<file path="src/rtl/treasure_scheduler_pkg.sv">
// treasure_scheduler_pkg: FSM encoding and colour/shape codes shared with the image processor
package treasure_scheduler_pkg;
  typedef enum logic [1:0] {IDLE, SKIP, COLLECT, REPORT} state_t;
  localparam logic [1:0] NONE     = 2'b00;
  localparam logic [1:0] RED      = 2'b01;
  localparam logic [1:0] BLUE     = 2'b10;
  localparam logic [1:0] TRIANGLE = 2'b11;
  localparam logic [1:0] SQUARE   = 2'b10;
  localparam logic [1:0] DIAMOND  = 2'b01;
  function automatic logic is_hit(input logic [1:0] colour, input logic [1:0] shape);
    return colour != NONE && shape != NONE;
  endfunction
endpackage

</file>
<file path="src/rtl/treasure_scheduler_frame_tick.sv">
// frame_tick: one-cycle SAMPLE pulse, one cycle after the VSYNC falling edge is seen
module frame_tick (
  input  logic CLK,
  input  logic RESET,
  input  logic VGA_VSYNC_NEG,
  output logic SAMPLE
);
  logic vs_q, sample_q;
  always_ff @(posedge CLK or posedge RESET)
    if (RESET) begin
      vs_q     <= 1'b1;
      sample_q <= 1'b0;
    end else begin
      vs_q     <= VGA_VSYNC_NEG;
      sample_q <= vs_q & ~VGA_VSYNC_NEG;
    end
  assign SAMPLE = sample_q;
endmodule

</file>
<file path="src/rtl/treasure_scheduler.sv">
// treasure_scheduler: declares a treasure once NEED_FRAMES consecutive frames agree on a colour/shape
module treasure_scheduler
  import treasure_scheduler_pkg::*;
#(
  parameter int NEED_FRAMES = 3,
  parameter int MAX_FRAMES  = 12
) (
  input  logic       CLK,
  input  logic       RESET,
  input  logic       START,
  input  logic       ACK,
  input  logic       VGA_VSYNC_NEG,
  input  logic [1:0] RESULT,
  input  logic [1:0] SHAPE,
  output logic       BUSY,
  output logic       VALID,
  output logic [1:0] TREASURE_COLOR,
  output logic [1:0] TREASURE_SHAPE
);
  localparam logic [3:0] NEED_L = 4'(NEED_FRAMES);
  localparam logic [3:0] MAX_L  = 4'(MAX_FRAMES);
  state_t     state_q, state_d;
  logic [3:0] frame_cnt_q, frame_cnt_d, streak_q, streak_d, prev_q, prev_d;
  logic [3:0] code, cnt_inc, streak_inc;
  logic [1:0] colour_q, colour_d, shape_q, shape_d;
  logic       busy_q, valid_q, sample, hit;
  frame_tick u_tick (
    .CLK          (CLK),
    .RESET        (RESET),
    .VGA_VSYNC_NEG(VGA_VSYNC_NEG),
    .SAMPLE       (sample)
  );
  always_comb begin
    state_d     = state_q;
    frame_cnt_d = frame_cnt_q;
    streak_d    = streak_q;
    prev_d      = prev_q;
    colour_d    = colour_q;
    shape_d     = shape_q;
    code        = {RESULT, SHAPE};
    hit         = is_hit(RESULT, SHAPE);
    cnt_inc     = (frame_cnt_q == 4'hF) ? frame_cnt_q : frame_cnt_q + 4'd1;
    streak_inc  = !hit ? 4'd0 : (code == prev_q) ? streak_q + 4'd1 : 4'd1;
    case (state_q)
      IDLE: begin
        frame_cnt_d = '0;
        streak_d    = '0;
        prev_d      = '0;
        if (START) state_d = SKIP;
      end
      SKIP: if (sample) state_d = COLLECT;
      COLLECT: if (sample) begin
        frame_cnt_d = cnt_inc;
        streak_d    = streak_inc;
        prev_d      = code;
        // a completed streak takes priority over the frame budget running out
        if (streak_inc == NEED_L) begin
          state_d  = REPORT;
          colour_d = RESULT;
          shape_d  = SHAPE;
        end else if (cnt_inc == MAX_L) begin
          state_d  = REPORT;
          colour_d = NONE;
          shape_d  = NONE;
        end
      end
      REPORT: if (ACK) state_d = IDLE;
      default: state_d = IDLE;
    endcase
  end
  always_ff @(posedge CLK or posedge RESET)
    if (RESET) begin
      state_q     <= IDLE;
      frame_cnt_q <= '0;
      streak_q    <= '0;
      prev_q      <= '0;
      colour_q    <= NONE;
      shape_q     <= NONE;
      busy_q      <= 1'b0;
      valid_q     <= 1'b0;
    end else begin
      state_q     <= state_d;
      frame_cnt_q <= frame_cnt_d;
      streak_q    <= streak_d;
      prev_q      <= prev_d;
      colour_q    <= colour_d;
      shape_q     <= shape_d;
      busy_q      <= state_d != IDLE;
      valid_q     <= state_d == REPORT;
    end
  assign BUSY           = busy_q;
  assign VALID          = valid_q;
  assign TREASURE_COLOR = colour_q;
  assign TREASURE_SHAPE = shape_q;
endmodule

</file>
<file path="config.mk">
export PLATFORM = sky130hd
export DESIGN_NAME = treasure_scheduler
export DESIGN_NICKNAME = d
export VERILOG_FILES = /design/src/rtl/treasure_scheduler_pkg.sv /design/src/rtl/treasure_scheduler_frame_tick.sv /design/src/rtl/treasure_scheduler.sv
export SDC_FILE = /design/constraint.sdc
export NUM_CORES = 1
export LEC_CHECK = 0
export CAP_MARGIN = 20
export CORE_ASPECT_RATIO = 1.4
export CORE_MARGIN = 8
export CORE_UTILIZATION = 60
export CTS_BUF_LIST = sky130_fd_sc_hd__clkbuf_2 sky130_fd_sc_hd__clkbuf_4 sky130_fd_sc_hd__clkbuf_8
export DETAILED_ROUTE_END_ITERATION = 8
export PLACE_DENSITY = 0.95
export SYNTH_ARGS = -nofsm -noshare
export SYNTH_HDL_FRONTEND = slang
export SYNTH_SLANG_ARGS = --single-unit
</file>
<file path="constraint.sdc">
create_clock -name CLK -period 3.8 [get_ports CLK]
set_clock_uncertainty 0.1 [all_clocks]
set_input_delay 0.95 -clock CLK [delete_from_list [all_inputs] [get_ports CLK]]
set_output_delay 0.95 -clock CLK [all_outputs]
set_load 0.05 [all_outputs]
</file>
==> results.yml <==
routing:
  vias: 854
  drt_pass1_iterations: 4
  drt_iter0_drc: 26
  viasPerCell: 6.47
  wl_per_cell_um: 17.2
  antenna_left: 0
  routed_wl_um: 2270
  drc_errors: 0
cells_and_area:
  drive_gt1_share_pct: 12.5
  fin_util_pct: 74.4
  diodes: 0
  fill_cells: 117
  final_nets: 124
  design_area_mm2: 0.00131
  areaGrowthSynthToFinish_pct: 16.5
setup_path:
  start_kind: "flop"
  cpMaxStageDelayCell: "clkdlybuf4s50_1"
  cp.arrival_ns: 1.52
  cp.required_ns: 2.75
  crit_fanout: 2
  critical_path.top_delay_family: "buffers and inverters"
  reg2reg_depth: 5
  critPathMaxStageDelay_ns: 0.81
  critPathBufInv: 1
  reg2reg_setup_slack_ns: 1.64
  crit_chain: "clkdlybuf4s50_1"
  timing.rr.start: "streak_q[0]"
  path_class: "reg -> out"
  reg2reg_to: "TREASURE_SHAPE[0]"
  cp-end-kind: "output port"
placed_design:
  place_area_mm2: 0.00125
  portBuffers: 14
  post-place-ws_ns: 0.935
  dp_hpwl_um: 1740
  gp_congestion: 0.768
timing:
  max_slew.worst_pin.slew_ns: 0.811
  setup_viol: 0
  finalHoldViolCount: 0
  fin_crit_ns: 2.57
  rsz0062_at_grt: "no"
  slew_violations: 0
  max_freq_mhz: 389
  maxSlewHeadroom_pct: 45.8
  fin_ws_ns: 1.23
  fin_crit_sh_pct: 67.7
  setup_tns_ns: 0
synth:
  synth_area_per_cell_um2: 11.3
  syn_area_mm2: 0.00112
  synth_edf_count: 0
  synth_cells: 99
  syn-num-nets: 110
  yosys_warnings: 0
  synth_seq_cells: 22
  ys.flop_type: "dfrtp_1"
  async_flop_share_pct: 100
  ys_types: 41
  synth-seq-area-share_pct: 49.2
floorplanning:
  die-area_mm2: 0.00353
  dieHeight_um: 67.1
  num_rows: 18
  start_util_pct: 63.8
  die_w_um: 52.5
  ios: 15
  core_area_mm2: 0.00176
hold_path:
  min_path_cells: 1
  hp-start: "u_tick.vs_q"
  holdPathEnd: "u_tick.SAMPLE"
  hold_class: "reg -> reg"
global_route:
  grtUsageTotal_pct: 15.3
  grt_pass1_vias: 943
  antenna_found_initial: 0
  grt_max_degree: 23
  grt_pass1_wl_um: 4110
  grt_overflow: 0
clocking:
  cts_hold_buffers: 0
  cts_resized: 0
  cts_root_buf: "clkbuf_4"
  path_clk_slew_ns: 0.12
  tritoncts: "yes"
  cts_made_buffers: 3
  clock_tree.buffer_depth: 2
  cts.sinks: 22
  cts-htree-levels: 1
  clk-insertion-delay-late_ns: 0.32
  cts_setup_buffers: 0
job:
  maxCapViolCount: 0
pwr:
  fin_total_pwr_mw: 0.742
  p_per_area_mw_per_mm2: 568
  leakage_nw: 0.569
  peakVddDrop_v: 0.000461
status:
  outcome: "completed"
flip-flops by register name (all words and copies together) (netlist names):
signal and flops:
frame_cnt_q 4, prev_q 4, streak_q 4, TREASURE_COLOR 2, TREASURE_SHAPE 2, state_q 2
BUSY 1, VALID 1, u_tick.SAMPLE 1, u_tick.vs_q 1
cell families (layout without fill, tap and decap cells):
logic type / after synthesis / count (layout) / share of synthesized area (%)
buffers and inverters: 8 / 21 / 3.91
AND/OR/NAND/NOR: 26 / 26 / 16.7
AO/OA/AOI/OAI: 33 / 33 / 21.4
multiplexers: 2 / 2 / 1.79
flip-flops: 22 / 22 / 49.2
XOR/XNOR: 6 / 6 / 4.69
adder cells (fa/ha/maj): 2 / 2 / 2.23
area by class of cell:
class	count	area, um^2	area share [%]
repair buffers	14	140	10.7
multi-input cells	69	526	40.2
clock buffers	3	22.5	1.72
inverters	3	11.3	0.862
well taps	20	25.0	1.92
flip-flops and latches	22	552	42.2
clock inverters	1	30.0	2.30
how the worst max path moves through the flow:
stage                       from           endpoint  slack, ns  cells after the start
2_1_floorplan           SHAPE[1]  TREASURE_COLOR[0]       1.60                      4
3_3_place_gp            SHAPE[1]  TREASURE_COLOR[0]        1.0                      5
3_5_place_dp            SHAPE[1]  TREASURE_SHAPE[0]       0.94                      5
4_1_cts        TREASURE_SHAPE[0]  TREASURE_SHAPE[0]       1.22                      1
5_1_grt                 SHAPE[1]  TREASURE_SHAPE[0]       1.18                      5
6_report       TREASURE_SHAPE[0]  TREASURE_SHAPE[0]       1.23                      1
per-layer routing:
| layer | share of wire [%] | wire, um | track usage, % |
|---|---|---|---|
| met1 | 37 | 838 | 15.7 |
| met2 | 56 | 1280 | 26.3 |
| met3 | 3.3 | 76 | 2.64 |
| met4 | 3.3 | 75 | 12.0 |
| met5 | 0 | 0 | 0 |
cell usage in the layout (no fill, tap or decap), drive strengths merged, types with 3 or more instances in the layout:
master / netlist / layout
a32o: 5 / 5
nand3: 5 / 5
xor2: 5 / 5
o211ai: 3 / 3
a22o: 5 / 5
nor2: 3 / 3
clkdlybuf4s50: 0 / 14
nand2: 5 / 5
inv: 3 / 3
clkbuf: 2 / 3
nand3b: 3 / 3
dfrtp: 21 / 21
a21oi: 4 / 4
a31oi: 5 / 5
o21ai: 6 / 6
synthesized netlist by cell type (2+ instances only):
master    instances  share of area [%]
inv_1             3                1.0
a31oi_1           5                2.8
o211ai_1          3                2.0
nor2_1            2               0.67
dfrtp_1          21                 47
a21oi_1           4                1.8
a22o_1            4                3.1
a32o_2            3                3.0
ha_1              2                2.2
nand3_1           4                1.8
nand3b_1          3                2.0
xor2_1            5                3.9
nand2_1           5                1.7
o21ai_0           6                2.7
a32o_1            2                1.8
mux2i_1           2                1.8
power breakdown:
part           total [mW]  switching [mW]  leakage (nW)  internal (mW)
combinational       0.224           0.132         0.249         0.0923
sequential          0.336          0.0571         0.292          0.279
clock               0.181          0.0747        0.0279          0.107
total               0.742           0.264         0.569          0.478
per-stage QoR:
step	instances	hold WS [ns]
6_report	132	0.416
2_1_floorplan	99	0.351
5_1_grt	132	0.435
3_5_place_dp	128	0.400
3_3_place_gp	128	0.386
4_1_cts	132	0.419
Power figures use the tool's default switching activity.
